`src/rtl/miniRV_pkg.sv`:
```
// Shared miniRV definitions: major-opcode constants, encoding formats
// and the opcode-to-format classifier.
package miniRV_pkg;

    localparam logic [4:0] OP_LOAD     = 5'b00000;
    localparam logic [4:0] OP_OPIMM    = 5'b00100;
    localparam logic [4:0] OP_AUIPC    = 5'b00101;
    localparam logic [4:0] OP_OPIMM32  = 5'b00110;
    localparam logic [4:0] OP_STORE    = 5'b01000;
    localparam logic [4:0] OP_OP       = 5'b01100;
    localparam logic [4:0] OP_LUI      = 5'b01101;
    localparam logic [4:0] OP_OP32     = 5'b01110;
    localparam logic [4:0] OP_BRANCH   = 5'b11000;
    localparam logic [4:0] OP_JALR     = 5'b11001;
    localparam logic [4:0] OP_JAL      = 5'b11011;
    localparam logic [4:0] OP_SYSTEM   = 5'b11100;

    typedef enum logic [2:0] {
        FMT_R,
        FMT_I,
        FMT_S,
        FMT_B,
        FMT_U,
        FMT_J,
        FMT_ILLEGAL
    } instr_format_t;

    function automatic instr_format_t fmt_of(input logic [6:0] op);
        instr_format_t f;
        case (op[6:2])
            OP_OP, OP_OP32:        f = FMT_R;
            OP_OPIMM, OP_LOAD,
            OP_JALR, OP_SYSTEM,
            OP_OPIMM32:            f = FMT_I;
            OP_STORE:              f = FMT_S;
            OP_BRANCH:             f = FMT_B;
            OP_LUI, OP_AUIPC:      f = FMT_U;
            OP_JAL:                f = FMT_J;
            default:               f = FMT_ILLEGAL;
        endcase
        if (op[1:0] != 2'b11) f = FMT_ILLEGAL;
        return f;
    endfunction

endpackage

```
`src/rtl/instr_encoder_if.sv`:
```
// Field-bundle input and encoded-word output handshakes of the
// instruction encoder.
interface instr_encoder_if;
    logic        in_valid;
    logic        in_ready;
    logic [6:0]  opcode;
    logic [4:0]  rd;
    logic [4:0]  rs1;
    logic [4:0]  rs2;
    logic [2:0]  funct3;
    logic [6:0]  funct7;
    logic [31:0] immediate_32bit;
    logic        out_valid;
    logic        out_ready;
    logic [31:0] out_word;
    logic [31:0] out_addr;
    logic        err_illegal;
    logic [7:0]  illegal_count;

    modport master (
        output in_valid, opcode, rd, rs1, rs2,
        output funct3, funct7, immediate_32bit,
        output out_ready,
        input  in_ready, out_valid, out_word,
        input  out_addr, err_illegal, illegal_count
    );

    modport slave (
        input  in_valid, opcode, rd, rs1, rs2,
        input  funct3, funct7, immediate_32bit,
        input  out_ready,
        output in_ready, out_valid, out_word,
        output out_addr, err_illegal, illegal_count
    );
endinterface

```
`src/rtl/instr_fifo.sv`:
```
// Synchronous FIFO with occupancy counter; push/pop are ignored when
// full/empty respectively.
module instr_fifo #(
    parameter int WIDTH = 32,
    parameter int DEPTH = 4
) (
    input  logic             clk,
    input  logic             rst_n,
    input  logic             push,
    input  logic [WIDTH-1:0] wdata,
    input  logic             pop,
    output logic [WIDTH-1:0] rdata,
    output logic             full,
    output logic             empty
);
    localparam int AW = $clog2(DEPTH);

    logic [WIDTH-1:0] mem_q [DEPTH];
    logic [WIDTH-1:0] mem_d [DEPTH];
    logic [AW-1:0]    wr_q, wr_d;
    logic [AW-1:0]    rd_q, rd_d;
    logic [AW:0]      cnt_q, cnt_d;
    logic             do_push, do_pop;

    assign full    = (cnt_q == (AW+1)'(DEPTH));
    assign empty   = (cnt_q == '0);
    assign do_push = push && !full;
    assign do_pop  = pop && !empty;
    assign rdata   = mem_q[rd_q];

    always_comb begin
        mem_d = mem_q;
        wr_d  = wr_q;
        rd_d  = rd_q;
        cnt_d = cnt_q;
        if (do_push) begin
            mem_d[wr_q] = wdata;
            wr_d        = wr_q + 1'b1;
        end
        if (do_pop) rd_d = rd_q + 1'b1;
        unique case ({do_push, do_pop})
            2'b10:   cnt_d = cnt_q + 1'b1;
            2'b01:   cnt_d = cnt_q - 1'b1;
            default: cnt_d = cnt_q;
        endcase
    end

    always_ff @(posedge clk) begin
        if (!rst_n) begin
            mem_q <= '{default: '0};
            wr_q  <= '0;
            rd_q  <= '0;
            cnt_q <= '0;
        end else begin
            mem_q <= mem_d;
            wr_q  <= wr_d;
            rd_q  <= rd_d;
            cnt_q <= cnt_d;
        end
    end
endmodule

```
`src/rtl/instr_encoder.sv`:
```
// Packs RISC-V field bundles into 32-bit instruction words and queues
// them with a running byte address; illegal opcodes are dropped.
module instr_encoder
    import miniRV_pkg::*;
#(
    parameter int FIFO_DEPTH = 4
) (
    input logic            clk,
    input logic            rst_n,
    instr_encoder_if.slave bus
);
    instr_format_t fmt;
    logic [31:0]   imm;
    logic [31:0]   enc_word;
    logic [31:0]   head_word;
    logic          full, empty;
    logic          accept, legal, push, pop;
    logic [31:0]   addr_q, addr_d;
    logic [7:0]    cnt_q, cnt_d;
    logic          err_q, err_d;

    assign fmt    = fmt_of(bus.opcode);
    assign imm    = bus.immediate_32bit;
    assign legal  = (fmt != FMT_ILLEGAL);
    assign accept = bus.in_valid && !full;
    assign push   = accept && legal;
    assign pop    = !empty && bus.out_ready;

    always_comb begin
        enc_word = '0;
        unique case (fmt)
            FMT_R: enc_word = {bus.funct7, bus.rs2, bus.rs1,
                               bus.funct3, bus.rd, bus.opcode};
            FMT_I: enc_word = {imm[11:0], bus.rs1,
                               bus.funct3, bus.rd, bus.opcode};
            FMT_S: enc_word = {imm[11:5], bus.rs2, bus.rs1,
                               bus.funct3, imm[4:0], bus.opcode};
            FMT_B: enc_word = {imm[12], imm[10:5], bus.rs2,
                               bus.rs1, bus.funct3, imm[4:1],
                               imm[11], bus.opcode};
            FMT_U: enc_word = {imm[31:12], bus.rd, bus.opcode};
            FMT_J: enc_word = {imm[20], imm[10:1], imm[11],
                               imm[19:12], bus.rd, bus.opcode};
            default: enc_word = '0;
        endcase
    end

    always_comb begin
        addr_d = pop ? addr_q + 32'd4 : addr_q;
        err_d  = accept && !legal;
        cnt_d  = cnt_q;
        if (err_d && cnt_q != 8'hFF) cnt_d = cnt_q + 8'd1;
    end

    always_ff @(posedge clk) begin
        if (!rst_n) begin
            addr_q <= '0;
            cnt_q  <= '0;
            err_q  <= 1'b0;
        end else begin
            addr_q <= addr_d;
            cnt_q  <= cnt_d;
            err_q  <= err_d;
        end
    end

    instr_fifo #(
        .WIDTH (32),
        .DEPTH (FIFO_DEPTH)
    ) u_fifo (
        .clk   (clk),
        .rst_n (rst_n),
        .push  (push),
        .wdata (enc_word),
        .pop   (pop),
        .rdata (head_word),
        .full  (full),
        .empty (empty)
    );

    // Empty head reads as zero so the idle output is deterministic.
    assign bus.in_ready      = !full;
    assign bus.out_valid     = !empty;
    assign bus.out_word      = empty ? '0 : head_word;
    assign bus.out_addr      = addr_q;
    assign bus.err_illegal   = err_q;
    assign bus.illegal_count = cnt_q;
endmodule

```
`src/flat_wrapper.sv`:
```
// flat-port wrapper written by rule: the top's interface ports become plain ports
module instr_encoder_flat import miniRV_pkg::*;
#(
    parameter int FIFO_DEPTH = 4
)
  (clk, rst_n, bus_in_valid, bus_opcode, bus_rd, bus_rs1, bus_rs2, bus_funct3, bus_funct7, bus_immediate_32bit, bus_out_ready, bus_in_ready, bus_out_valid, bus_out_word, bus_out_addr, bus_err_illegal, bus_illegal_count);
  instr_encoder_if bus_i ();
  input logic clk;
  input logic rst_n;
  input wire logic [$bits(bus_i.in_valid)-1:0] bus_in_valid;
  input wire logic [$bits(bus_i.opcode)-1:0] bus_opcode;
  input wire logic [$bits(bus_i.rd)-1:0] bus_rd;
  input wire logic [$bits(bus_i.rs1)-1:0] bus_rs1;
  input wire logic [$bits(bus_i.rs2)-1:0] bus_rs2;
  input wire logic [$bits(bus_i.funct3)-1:0] bus_funct3;
  input wire logic [$bits(bus_i.funct7)-1:0] bus_funct7;
  input wire logic [$bits(bus_i.immediate_32bit)-1:0] bus_immediate_32bit;
  input wire logic [$bits(bus_i.out_ready)-1:0] bus_out_ready;
  output wire logic [$bits(bus_i.in_ready)-1:0] bus_in_ready;
  output wire logic [$bits(bus_i.out_valid)-1:0] bus_out_valid;
  output wire logic [$bits(bus_i.out_word)-1:0] bus_out_word;
  output wire logic [$bits(bus_i.out_addr)-1:0] bus_out_addr;
  output wire logic [$bits(bus_i.err_illegal)-1:0] bus_err_illegal;
  output wire logic [$bits(bus_i.illegal_count)-1:0] bus_illegal_count;
  assign bus_i.in_valid = bus_in_valid;
  assign bus_i.opcode = bus_opcode;
  assign bus_i.rd = bus_rd;
  assign bus_i.rs1 = bus_rs1;
  assign bus_i.rs2 = bus_rs2;
  assign bus_i.funct3 = bus_funct3;
  assign bus_i.funct7 = bus_funct7;
  assign bus_i.immediate_32bit = bus_immediate_32bit;
  assign bus_i.out_ready = bus_out_ready;
  assign bus_in_ready = bus_i.in_ready;
  assign bus_out_valid = bus_i.out_valid;
  assign bus_out_word = bus_i.out_word;
  assign bus_out_addr = bus_i.out_addr;
  assign bus_err_illegal = bus_i.err_illegal;
  assign bus_illegal_count = bus_i.illegal_count;
  instr_encoder #(.FIFO_DEPTH(FIFO_DEPTH)) u_core (.clk(clk), .rst_n(rst_n), .bus(bus_i));
endmodule
```
`config.mk`:
```
export PLATFORM = sky130hd
export DESIGN_NAME = instr_encoder_flat
export DESIGN_NICKNAME = d
export VERILOG_FILES = /design/src/rtl/miniRV_pkg.sv /design/src/rtl/instr_encoder_if.sv /design/src/rtl/instr_fifo.sv /design/src/rtl/instr_encoder.sv /design/src/flat_wrapper.sv
export SDC_FILE = /design/constraint.sdc
export NUM_CORES = 1
export LEC_CHECK = 0
export BUFFER_PORTS_ARGS = -buffer_cell sky130_fd_sc_hd__buf_2
export CORE_UTILIZATION = 30
export DETAILED_ROUTE_END_ITERATION = 16
export GPL_TIMING_DRIVEN = 0
export PLACE_DENSITY = 0.52
export SKIP_CTS_REPAIR_TIMING = 1
export SYNTH_ARGS = -nofsm -noshare
export SYNTH_HDL_FRONTEND = slang
export SYNTH_SLANG_ARGS = --single-unit
```
`constraint.sdc`:
```
create_clock -name clk -period 3.09 [get_ports clk]
set_input_delay 0.309 -clock clk [delete_from_list [all_inputs] [get_ports clk]]
set_output_delay 0.309 -clock clk [all_outputs]
set_load 0.005 [all_outputs]
```
======== After elaboration in Yosys (flattened, before gate mapping) ========
Memories as Yosys holds them, arrays and structs flattened.
Cells that the tools add are included.
storage, ports and cells
  input port bits ......................... 68
  register bits after elaboration ......... 176
  output and inout port bits .............. 75
  memory bits (read-only) ................. 96
  word-level logic and storage cells ...... 57
  memories kept ........................... 1
operators by class
  bitwise logic cells ..................... 2
  reduce and logical (&&, ||, !) cells .... 14
  mux-type cells .......................... 10
  equality and inequality tests ........... 11
  order comparisons ....................... 3
  $add $sub $neg .......................... 6
memory list
  memory           depth  bits a word  read ports  clocked after memory_dff  wr ports  RTL line          source
  (no name shown)  32     3            1           0                         0         miniRV_pkg.sv:30  case (op[6:2])
operator list
  cell                                                 count
  one-hot mux 32 bit (6 select lines)                  1
  bitwise mux 128 bit                                  1
  2-to-1 mux 32 bit                                    4
  binary-select mux 32 bit (select 2 bit)              1
  demux 32 bit (select 2 bit)                          1
  adder 32 x 3 -> 32 bit (second input constant)       1
  == test 3 bit (second input constant)                3
  adder 8 x 1 -> 8 bit (second input constant)         1
  logical AND 1 bit                                    8
  inequality test 8 bit (second input constant)        1
  == test 3 x 2 -> 1 bit (second input constant)       2
  >= comparator 3 bit (second input constant)          2
  logical NOT 3 bit                                    2
  inverter 2 -> 3 bit                                  2
  one-hot mux 3 bit (2 select lines)                   1
  adder 2 x 1 -> 2 bit (second input constant)         2
  adder 3 x 1 -> 3 bit (second input constant)         1
  == test 3 x 1 -> 1 bit (second input constant)       1
  logical NOT 1 bit                                    3
  < comparator 3 x 1 -> 1 bit (second input constant)  1
  2-to-1 mux 3 bit                                     1
  inequality test 3 bit (second input constant)        1
  subtractor 3 x 1 -> 3 bit (second input constant)    1
  == test 2 x 1 -> 1 bit (second input constant)       1
  3 further kinds                                      3

======== Depth between registers and ports, before layout ========
Gate-level depths: netlist of run 1.
  depth in word-level cells ............... 7
  mapped depth ............................ 11
  gate-level depth less buffers ........... 10

======== Cells and area by module ========
Synthesis of run 1 repeated with hierarchy kept, for this count alone.
second synthesis, totals
  cell total of the unflattened synthesis .. 882
  area total of the unflattened synthesis .. 8625.8 sq um
modules (own cells, without submodules)
  module         cells each  times used  seq. area each (sq um)  area an instance (sq um)
  instr_fifo     540         1           2702.6                  5859.4
  instr_encoder  342         1           780.7                   2766.4

======== Worst setup path before layout of run 1 ========
No wires, ideal clock.
  path type ............................... reg2reg
  from .................................... reg u_core.u_fifo.cnt_q[0]
  to ...................................... reg u_core.u_fifo.cnt_q[2]
  path buffers ............................ 1
  stages on the path, launching flop included .. 11
  period minus slack after synthesis ...... 2393 ps
  data required time ...................... 3014 ps
  setup slack ............................. 697 ps
  arrival ................................. 2317 ps
  library setup time ...................... 76 ps
  cells stage by stage .................... dfxtp_1 -> or3b_1 -> and2_1 -> buf_6 -> nand3_1 -> ha_1 -> inv_1 -> fa_1 -> xor2_1 -> or3_1 -> a21boi_0
on the way
  cells in the longest elaborated chain, start to end .. 7
  elaborated cells between the ends (all ways) .. 15
  classes of those cells .................. 2 x add/sub; 3 x eq/ne; 1 x mux; 9 x reduce/logical
ends and longest elaborated chain
  element                                                                   RTL line             source
  start: declaration                                                        instr_fifo.sv:22     logic [AW:0] cnt_q, cnt_d;
  start signal: assignment                                                  instr_fifo.sv:58     cnt_q <= cnt_d;
  == test 3 bit *                                                           instr_fifo.sv:25     assign full = (cnt_q == (AW+1)'(DEPTH));
  logical NOT 1 bit *                                                       -
  via bus_in_ready                                                          flat_wrapper.sv:19   output wire logic [$bits(bus_i.in_ready)-1:0] bus_in_ready;
  logical AND 1 bit                                                         instr_encoder.sv:25  assign accept = bus.in_valid && !full;
  logical AND 1 bit                                                         instr_encoder.sv:26  assign push = accept && legal;
  logical AND 1 bit *                                                       instr_fifo.sv:27     assign do_push = push && !full;
  == test 2 x 1 -> 1 bit or == test 2 bit (tied branches)                   instr_fifo.sv:41     unique case ({do_push, do_pop})
  one-hot mux 3 bit (2 select lines) or nonzero test 2 bit (tied branches)  -
The timed path passes the listed nets; every way through them passes the cells marked *.
A chain may end at the register's enable or synchronous reset.

======== Worst setup path in the final report of run 1 ========
  from .................................... reg u_core.u_fifo.rd_q[0]
  to ...................................... out bus_out_word[6]
on the way
  cells in the longest elaborated chain, start to end .. 5
ends and longest elaborated chain
  element                                               RTL line             source
  start: declaration                                    instr_fifo.sv:21     logic [AW-1:0] rd_q, rd_d;
  start signal: assignment                              instr_fifo.sv:57     rd_q <= rd_d;
  inverter 2 -> 3 bit (implied by the code)             instr_fifo.sv:29     assign rdata = mem_q[rd_q];
  binary-select mux 32 bit (select 2 bit)               instr_fifo.sv:29
  2-to-1 mux 32 bit (implied by the code) (2 in a row)  instr_fifo.sv:29
  2-to-1 mux 32 bit                                     instr_encoder.sv:84  assign bus.out_word = empty ? '0 : head_word;
  end: declaration                                      flat_wrapper.sv:21   output wire logic [$bits(bus_i.out_word)-1:0] bus_out_word;
Every way passes these cells. The select of a mux whose other input is x is not followed.

==> flow_metrics.py, run 1 <==
metrics = {
    "critical_path": {
        "cp_common_cell": "buf_2",
        "cp.buffers_inverters": 4,
        "end_kind": "output pin",
        "crit_slowest_cell": "buf_2",
        "r2r_start": "u_core.u_fifo.cnt_q[0]",
        "path_delay_family": "buffers and inverters",
        "cp-start-kind": "register",
        "max_stage_delay_ps": 400,
        "rrSetupSlack_ps": 500,
        "critPathKind": "reg -> out",
        "r2r_cells": 10,
        "crit_chain": "buf_2 > buf_2 > buf_2 > mux4_2 > and2_1 > buf_2",
        "required_ps": 2780,
        "arrival_ps": 2470,
        "reg2reg_to": "u_core.u_fifo.cnt_q[2]",
        "crit_fanout": 10,
    },
    "floorplan": {
        "ios": 143,
        "coreArea_sq_um": 28700,
        "rows": 62,
        "dieArea_sq_um": 29860,
        "initial_core_util_pct": 30.49,
        "die_x_um": 172.8,
        "die_h_um": 172.8,
    },
    "worst_hold_path": {
        "hold_path_end": "u_core.u_fifo.mem_q[122]",
        "whs_path_depth": 3,
        "hold_path.class": "in -> reg",
        "worstHoldStart": "bus_immediate_32bit[6]",
    },
    "drt": {
        "drc": 0,
        "num_vias": 7429,
        "wl_per_cell_um": 18.45,
        "ant_nets": 0,
        "via_per_inst": 5.006,
        "drt_pre_antenna_iters": 5,
        "drt_iter0_drc": 508,
        "wl_um": 27370,
    },
    "cts": {
        "clockBufferDepth": 2,
        "clk_latency_ps": 450,
        "htree_levels": 4,
        "cts_buffers": 17,
        "clock-sinks": 174,
        "clkTransAtPathRegs_ps": 80,
        "cts-root-buf": "clkbuf_16",
        "cts_tree": "built",
    },
    "power_and_ir_drop": {
        "powerDensity_nw_per_um2": 475.4,
        "ir_worst_vdd_v": 0.0003053,
        "leakage_nw": 4.405,
    },
    "cells_and_area": {
        "antennaDiodeCount": 0,
        "areaGrowthSynthToFinish_pct": 20.29,
        "fin_area_sq_um": 10530,
        "n_fill_cell": 2946,
        "drive_above_1_share_pct": 28.00,
        "final_nets": 1163,
    },
    "global_routing": {
        "grt_overflow": 0,
        "grt_pass1_vias": 7450,
        "grt_util_all_layers_pct": 18.69,
        "grt_max_degree": 19,
        "grt_antenna_before_repair": 0,
        "grt_first_pass_wirelength_um": 43200,
    },
    "logic_synthesis": {
        "synthSimpleGateAreaFrac_pct": 24.48,
        "syn_area_sq_um": 8751,
        "synth_seq_cells": 174,
        "seq_area_frac_synth_pct": 39.81,
        "syn_avg_cell_area_sq_um": 9.420,
        "ys_async_sr_fraction_pct": 0,
        "synthMuxAreaShare_pct": 9.494,
        "netlist_instances": 929,
        "synth_top_family_by_area": "simple AND/OR/NAND/NOR gates",
        "ys_warn_count": 0,
        "synth_fa_ha_area_share_pct": 1.358,
        "ys_types": 64,
        "synth_top_cells_by_area": "dfxtp_1 (40%), mux4_2 (8.2%), nand2_1 (4.8%), and2_1 (4.6%), nor3b_2 (4.0%)",
        "synth_top_area_share_pct": 39.81,
        "synth_top_area_cell": "dfxtp_1",
        "ys.flop_type": "dfxtp_1",
        "synth_compound_area_share_pct": 17.09,
        "synth_edf_count": 0,
        "synth-xor-area-share_pct": 2.702,
    },
    "timing": {
        "finalCritPeriodShare_pct": 89.87,
        "max_freq_mhz": 360.1,
        "worst_pin_slew_ps": 700.7,
        "setup-tns-final_ps": 0,
        "fin_skew_ps": 13.83,
        "min_period_ps": 2777,
        "final-setup-viol-count": 0,
        "rsz0062_at_grt": "false",
        "timing_hold_violations_final": 0,
        "relSlewSlack_pct": 53.29,
        "drv_slew": 0,
    },
    "job": {
        "cap_violations": 0,
    },
    "placement": {
        "placed_cell_area_sq_um": 9926,
        "portBuffers": 138,
        "hpwl_um": 19590,
        "gp_congestion": 0.7802,
    },
    "outcome": {
        "status": "completed",
    },
}
==> stage by stage <==
step / instances / hold WS, ps / setup slack [ps] / power (mW) / utilization (%)
after detailed placement: 1452 / 446.0 / 361.0 / 2.822 / 34.58
after floorplan: 930 / 431.9 / 697.5 / 2.628 / -
final: 1484 / 234.2 / 313.0 / 5.004 / 36.67
after global routing: 1484 / 236.2 / 125.6 / 5.188 / 36.67
after CTS: 1484 / 224.0 / 228.2 / 5.050 / 36.67
after global placement: 1452 / 437.7 / 392.4 / 2.821 / 34.58
==> report_power, final <==
part	internal [mW]	total, mW	switching [mW]
clock network	1.18	2.24	1.06
logic	0.187	0.485	0.298
registers	2.26	2.28	0.0159
==> synth_stat cells, types with 7 or more instances <==
master	instances
mux4_2	32
ha_1	7
nor3b_2	28
a22o_1	7
o211a_1	20
clkbuf_1	26
and3_1	9
nand2_1	111
buf_2	28
buf_4	7
buf_6	10
inv_1	10
xor2_1	9
nor2_1	65
a21boi_1	29
nand3_1	20
a21oi_1	51
dfxtp_1	174
nand2b_1	9
o21ai_0	64
a21boi_0	10
xnor2_1	18
o21a_1	11
mux2i_1	11
or3_1	10
nand4_1	10
and2_1	65
==> area by class of cell <==
class / count / area [sq um] / area share [%]
multi-input cells: 675 / 4831 / 45.89
flip-flops and latches: 174 / 3483 / 33.09
repair buffers: 138 / 690.7 / 6.561
well taps: 384 / 480.5 / 4.564
clock buffers: 18 / 439.2 / 4.172
plain buffers: 71 / 402.9 / 3.827
clock inverters: 14 / 161.4 / 1.533
inverters: 10 / 37.54 / 0.3566
==> worst min-delay path, stage by stage <==
cell	delay [ps]
buf_2	90
a32oi_2	120
a21oi_1	120
==> registers in the layout (all words and copies together) (netlist names) <==
| name | flops |
|---|---|
| u_core.bus.err_illegal | 1 |
| u_core.bus.illegal_count | 8 |
| u_core.bus.out_addr | 30 |
| u_core.u_fifo.cnt_q | 3 |
| u_core.u_fifo.mem_q | 128 |
| u_core.u_fifo.rd_q | 2 |
| u_core.u_fifo.wr_q | 2 |
==> routing by layer <==
metal  vias to the layer above  global-route usage [%]  share of wire [%]
li1                       3596                       -                  -
met1                      3625                   25.37                 47
met2                       189                   30.43                 47
met3                        19                   3.826                4.4
met4                         0                   4.314                1.2
met5                         -                       0                  0
==> placed cells by master, fill, tap and decap left out, drive strengths merged, types with 13 or more instances in the layout <==
cell	count
a21boi	39
a21oi	52
and2	65
buf	183
clkbuf	44
dfxtp	174
inv	21
mux4	32
nand2	112
nand2b	13
nand3	25
nor2	71
nor3b	29
o211a	20
o21ai	71
xnor2	18
==> kinds of logic (layout without fill, tap and decap cells) <==
| family | Yosys count | count (layout) |
|---|---|---|
| multiplexers | 43 | 43 |
| buffers and inverters | 81 | 251 |
| adder cells (fa/ha/maj) | 9 | 9 |
| AO/OA/AOI/OAI | 221 | 221 |
| AND/OR/NAND/NOR | 373 | 373 |
| other | 1 | 2 |
| XOR/XNOR | 27 | 27 |
| flip-flops | 174 | 174 |
==> worst max path at each step <==
| stage | start | end | slack [ps] | cells past startpoint |
|---|---|---|---|---|
| after floorplan | u_core.u_fifo.cnt_q[0] | u_core.u_fifo.cnt_q[2] | 700 | 10 |
| after CTS | u_core.u_fifo.rd_q[0] | bus_out_word[6] | 230 | 6 |
| after global routing | u_core.u_fifo.rd_q[0] | bus_out_word[6] | 130 | 6 |
| after global placement | bus_opcode[4] | u_core.u_fifo.cnt_q[2] | 390 | 11 |
| after detailed placement | bus_opcode[4] | u_core.u_fifo.cnt_q[2] | 360 | 11 |
| final | u_core.u_fifo.rd_q[0] | bus_out_word[6] | 310 | 6 |
Power figures use the tool's default switching activity.
==> run 2: changes to the inputs <==
--- a/config.mk
+++ b/config.mk
@@ -7,6 +7,7 @@
 export LEC_CHECK = 0
 export BUFFER_PORTS_ARGS = -buffer_cell sky130_fd_sc_hd__buf_2
 export CORE_UTILIZATION = 30
+export CTS_BUF_LIST = sky130_fd_sc_hd__clkbuf_16
 export DETAILED_ROUTE_END_ITERATION = 16
 export GPL_TIMING_DRIVEN = 0
 export PLACE_DENSITY = 0.52
==> run 2 against run 1 <==
Final cell count unchanged. Critical path type unchanged. Hold slack about the same. Flip-flop and latch count unchanged. Clock-buffer cell count down 1. Combinational power about the same. Clock power about the same. Largest cell class unchanged. Sequential power about the same. Routed wire length down 0.18%. Critical path depth unchanged. Critical endpoint unchanged. Via count up 0.11%.
==> flow_metrics.py, run 2 (synthesized netlist as in run 1, its figures left out) <==
metrics = {
    "outcome": {
        "status": "completed",
    },
    "cells_and_area": {
        "final_core_util_pct": 36.64,
        "largest_reg_flops": 128,
        "antennaDiodeCount": 0,
        "areaGrowthSynthToFinish_pct": 20.17,
        "drive_above_1_share_pct": 27.91,
        "final_nets": 1163,
        "mostFrequentLayoutCell": "dfxtp_1",
        "regMostFlops": "u_core.u_fifo.mem_q",
        "mostFrequentLayoutCells": "dfxtp_1 (174), buf_2 (166), nand2_1 (111)",
        "fin_cells": 1484,
    },
    "cts": {
        "clock-sinks": 174,
        "cts_tree": "built",
        "htree_levels": 4,
        "cts_buffers": 17,
        "clk_latency_ps": 450,
        "cts-root-buf": "clkbuf_16",
        "clkTransAtPathRegs_ps": 80,
        "clockBufferDepth": 2,
    },
    "drt": {
        "via_per_inst": 5.011,
        "drt_pre_antenna_iters": 5,
        "drc": 0,
        "wl_um": 27320,
        "ant_nets": 0,
        "num_vias": 7437,
        "drt_iter0_drc": 489,
        "wl_per_cell_um": 18.41,
    },
    "timing": {
        "rsz0062_at_grt": "false",
        "drv_slew": 0,
        "max_freq_mhz": 360.4,
        "worst_pin_slew_ps": 711.1,
        "fin_skew_ps": 13.60,
        "final-setup-viol-count": 0,
        "min_period_ps": 2775,
        "setup-tns-final_ps": 0,
        "relSlewSlack_pct": 52.59,
        "fin_ws_ps": 315.5,
        "finalCritPeriodShare_pct": 89.79,
        "timing_hold_violations_final": 0,
    },
    "floorplan": {
        "coreArea_sq_um": 28700,
        "die_h_um": 172.8,
        "die_x_um": 172.8,
        "rows": 62,
        "ios": 143,
        "dieArea_sq_um": 29860,
        "initial_core_util_pct": 30.49,
    },
    "job": {
        "cap_violations": 0,
    },
    "global_routing": {
        "grt_antenna_before_repair": 0,
        "grt_overflow": 0,
        "grt_pass1_vias": 7450,
        "grt_util_all_layers_pct": 18.70,
        "grt_first_pass_wirelength_um": 43210,
        "grt_max_degree": 19,
    },
    "placement": {
        "dpl_worst_slack_ps": 361.0,
        "hpwl_um": 19590,
        "dpl.cell_count": 1452,
        "portBuffers": 138,
        "gp_congestion": 0.7802,
    },
    "critical_path": {
        "crit_fanout": 10,
        "r2r_start": "u_core.u_fifo.cnt_q[0]",
        "path_delay_family": "buffers and inverters",
        "r2r_cells": 10,
        "required_ps": 2780,
        "reg2reg_to": "u_core.u_fifo.cnt_q[2]",
        "cp.buffers_inverters": 4,
        "rrSetupSlack_ps": 500,
        "crit_chain": "buf_2 > buf_2 > buf_2 > mux4_2 > and2_1 > buf_2",
        "crit_slowest_cell": "buf_2",
        "max_stage_delay_ps": 400,
        "critPathKind": "reg -> out",
        "end_kind": "output pin",
        "cp-start-kind": "register",
        "arrival_ps": 2470,
        "cp_common_cell": "buf_2",
    },
    "worst_hold_path": {
        "hold_path.class": "in -> reg",
        "worstHoldStart": "bus_immediate_32bit[6]",
        "whs_path_depth": 3,
        "hold_path_end": "u_core.u_fifo.mem_q[122]",
    },
    "power_and_ir_drop": {
        "leakage_nw": 4.400,
        "powerDensity_nw_per_um2": 473.0,
        "ir_worst_vdd_v": 0.0003050,
    },
}
run 2: cell count changes in the layout (fill, tap and decap cells not counted):
cell	previous run	this run
clkbuf_8	1	0
clkinv_1	0	1
run 2: metal layers:
layer / global-route usage [%] / vias up / share of wire (%)
li1: - / 3598 / -
met1: 25.38 / 3616 / 47
met2: 30.43 / 204 / 47
met3: 3.826 / 19 / 4.6
met4: 4.314 / 0 / 1.3
met5: 0 / - / 0
run 2: how the worst max path moves through the flow:
stage	startpoint	to	slack [ps]	cells past startpoint
floorplan	u_core.u_fifo.cnt_q[0]	u_core.u_fifo.cnt_q[2]	700	10
global placement	bus_opcode[4]	u_core.u_fifo.cnt_q[2]	390	11
detailed placement	bus_opcode[4]	u_core.u_fifo.cnt_q[2]	360	11
CTS	u_core.u_fifo.rd_q[0]	bus_out_word[6]	230	6
global route	u_core.u_fifo.rd_q[0]	bus_out_word[6]	130	6
finish	u_core.u_fifo.rd_q[0]	bus_out_word[6]	320	6
run 2: metrics by stage:
stage | hold slack, ps | total power [mW] | area, sq um
after floorplan | 431.9 | 2.628 | 8755
after global placement | 437.7 | 2.821 | 9926
after detailed placement | 446.0 | 2.822 | 9926
after CTS | 224.0 | 5.024 | 10520
after global routing | 236.2 | 5.163 | 10520
final | 234.7 | 4.974 | 10520
run 2: final cells by class:
cell class              count  area [sq um]
fillers                  2950         18190
multi-input cells         675          4831
flip-flops and latches    174          3483
repair buffers            138         690.7
well taps                 384         480.5
clock buffers              17         425.4
plain buffers              71         402.9
clock inverters            15         165.2
inverters                  10         37.54
run 2: tightest hold or removal path: stages:
cell and delay (ps):
buf_2 90, a32oi_2 120, a21oi_1 120
run 2: report_power, final:
part | internal, mW | total (mW) | switching (mW)
registers | 2.26 | 2.28 | 0.0159
logic | 0.187 | 0.484 | 0.297
clock network | 1.16 | 2.21 | 1.05
==> run 3: changes to the inputs <==
--- a/config.mk
+++ b/config.mk
@@ -6,11 +6,12 @@
 export NUM_CORES = 1
 export LEC_CHECK = 0
 export BUFFER_PORTS_ARGS = -buffer_cell sky130_fd_sc_hd__buf_2
-export CORE_UTILIZATION = 30
+export CORE_MARGIN = 2
+export CORE_UTILIZATION = 57
 export CTS_BUF_LIST = sky130_fd_sc_hd__clkbuf_16
 export DETAILED_ROUTE_END_ITERATION = 16
 export GPL_TIMING_DRIVEN = 0
-export PLACE_DENSITY = 0.52
+export PLACE_DENSITY = 0.84
 export SKIP_CTS_REPAIR_TIMING = 1
 export SYNTH_ARGS = -nofsm -noshare
 export SYNTH_HDL_FRONTEND = slang
==> run 3 against run 2 <==
Flip-flop and latch count unchanged. Non-clock buffer count unchanged. Largest power group unchanged. Register-to-register slack got worse by 20 ps. Critical path type unchanged. Routed wire length decreased by 11%. Clock power decreased by 7%. Die area decreased by 45%.
==> flow_metrics.py, run 3 (synthesized netlist as in run 1, its figures left out) <==
metrics = {
    "critical_path": {
        "crit_slowest_cell": "buf_2",
        "crit_chain": "buf_2 > buf_2 > buf_2 > mux4_2 > and2_1 > buf_2",
        "arrival_ps": 2470,
        "end_kind": "output pin",
        "cp-start-kind": "register",
        "max_stage_delay_ps": 400,
        "required_ps": 2780,
        "crit_fanout": 10,
        "critPathKind": "reg -> out",
        "cp_common_cell": "buf_2",
    },
    "drt": {
        "drc": 0,
        "num_vias": 7867,
        "wl_um": 24410,
        "via_per_inst": 6.108,
        "wl_per_cell_um": 18.95,
        "ant_nets": 0,
        "drt_pre_antenna_iters": 5,
        "drt_iter0_drc": 732,
    },
    "placement": {
        "gp_congestion": 0.8890,
        "portBuffers": 138,
        "hpwl_um": 16960,
        "placed_cell_area_sq_um": 9681,
        "dpl.cell_count": 1256,
    },
    "global_routing": {
        "grt_antenna_before_repair": 1,
        "grt_first_pass_wirelength_um": 38870,
        "grt_pass1_vias": 7689,
        "grt_util_all_layers_pct": 30.55,
        "grt_max_degree": 17,
        "grt_overflow": 0,
    },
    "cts": {
        "cts_buffers": 17,
        "cts-root-buf": "clkbuf_16",
        "clock-sinks": 174,
        "cts_tree": "built",
        "clk_latency_ps": 430,
        "clkTransAtPathRegs_ps": 60,
        "clockBufferDepth": 2,
        "htree_levels": 4,
    },
    "timing": {
        "finalCritPeriodShare_pct": 89.91,
        "worst_pin_slew_ps": 628.7,
        "setup-tns-final_ps": 0,
        "final-setup-viol-count": 0,
        "rsz0062_at_grt": "false",
        "max_freq_mhz": 360.0,
        "min_period_ps": 2778,
        "fin_skew_ps": 4.081,
        "relSlewSlack_pct": 57.49,
        "timing_hold_violations_final": 0,
        "drv_slew": 0,
    },
    "cells_and_area": {
        "mostFrequentLayoutCell": "dfxtp_1",
        "antennaDiodeCount": 0,
        "drive_above_1_share_pct": 27.45,
        "areaGrowthSynthToFinish_pct": 16.97,
        "fin_area_sq_um": 10240,
        "final_core_util_pct": 67.84,
        "mostFrequentLayoutCells": "dfxtp_1 (174), buf_2 (166), nand2_1 (111)",
        "regMostFlops": "u_core.u_fifo.mem_q",
        "largest_reg_flops": 128,
        "final_nets": 1163,
        "fin_cells": 1288,
    },
    "worst_hold_path": {
        "hold_path.class": "in -> reg",
    },
    "floorplan": {
        "die_h_um": 127.9,
        "dieArea_sq_um": 16360,
        "coreArea_sq_um": 15090,
        "rows": 45,
        "initial_core_util_pct": 57.99,
        "die_x_um": 127.9,
        "ios": 143,
    },
    "power_and_ir_drop": {
        "finalPower_mw": 4.821,
        "powerDensity_nw_per_um2": 470.9,
        "leakage_nw": 4.367,
        "ir_worst_vdd_v": 0.0004296,
    },
    "job": {
        "cap_violations": 0,
    },
    "outcome": {
        "status": "completed",
    },
}
## run 3: changes by cell type in the layout (fill, tap and decap cells not counted)
cell | before | now
clkinv_8 | 1 | 0
clkinv_2 | 0 | 2
clkinv_1 | 1 | 5
clkinv_4 | 1 | 0
inv_1 | 10 | 11
inv_8 | 4 | 0
bufinv_16 | 1 | 2
clkinvlp_4 | 0 | 5
inv_6 | 7 | 0
## run 3: through the flow
step,setup slack (ps),hold slack (ps)
final,311.8,255.3
after global routing,207.8,256.1
after CTS,313.9,244.9
after detailed placement,469.0,445.2
after global placement,491.5,438.3
after floorplan,697.5,431.9
## run 3: area by class of cell
class,count,area [sq um]
fillers,1197,4853
multi-input cells,675,4831
flip-flops and latches,174,3483
repair buffers,138,690.7
clock buffers,17,425.4
plain buffers,71,402.9
well taps,188,235.2
clock inverters,15,130.1
inverters,10,37.54
## run 3: power by group
group,total (mW),internal (mW),switching (mW)
registers,2.28,2.26,0.0168
logic,0.474,0.187,0.287
clock network,2.06,1.17,0.897
total,4.82,3.62,1.20
## run 3: per-layer routing
layer | GRT usage, % | up-vias | routed length (um)
met5 | 0 | - | 0
met1 | 37.75 | 3828 | 10030
met4 | 14.41 | 0 | 769
met3 | 6.928 | 71 | 1734
li1 | - | 3603 | -
met2 | 50.90 | 365 | 11880
## run 3: path summary, 6_finish.rpt
kind                             end               startpoint  depth (start not counted)  slack (ps)
min reg2reg  u_core.u_fifo.mem_q[34]  u_core.u_fifo.mem_q[34]                          2         450
min          u_core.u_fifo.mem_q[90]   bus_immediate_32bit[6]                          3         260
max reg2reg   u_core.u_fifo.cnt_q[2]   u_core.u_fifo.cnt_q[2]                         10         480
max                  bus_out_word[6]    u_core.u_fifo.rd_q[0]                          6         310
## run 3: critical path, delay by kind of cell, from the launching register on
family | cells | cell delay (ps)
simple gates | 1 | 190
mux | 1 | 350
flops | 1 | 310
buf+inv | 4 | 1180
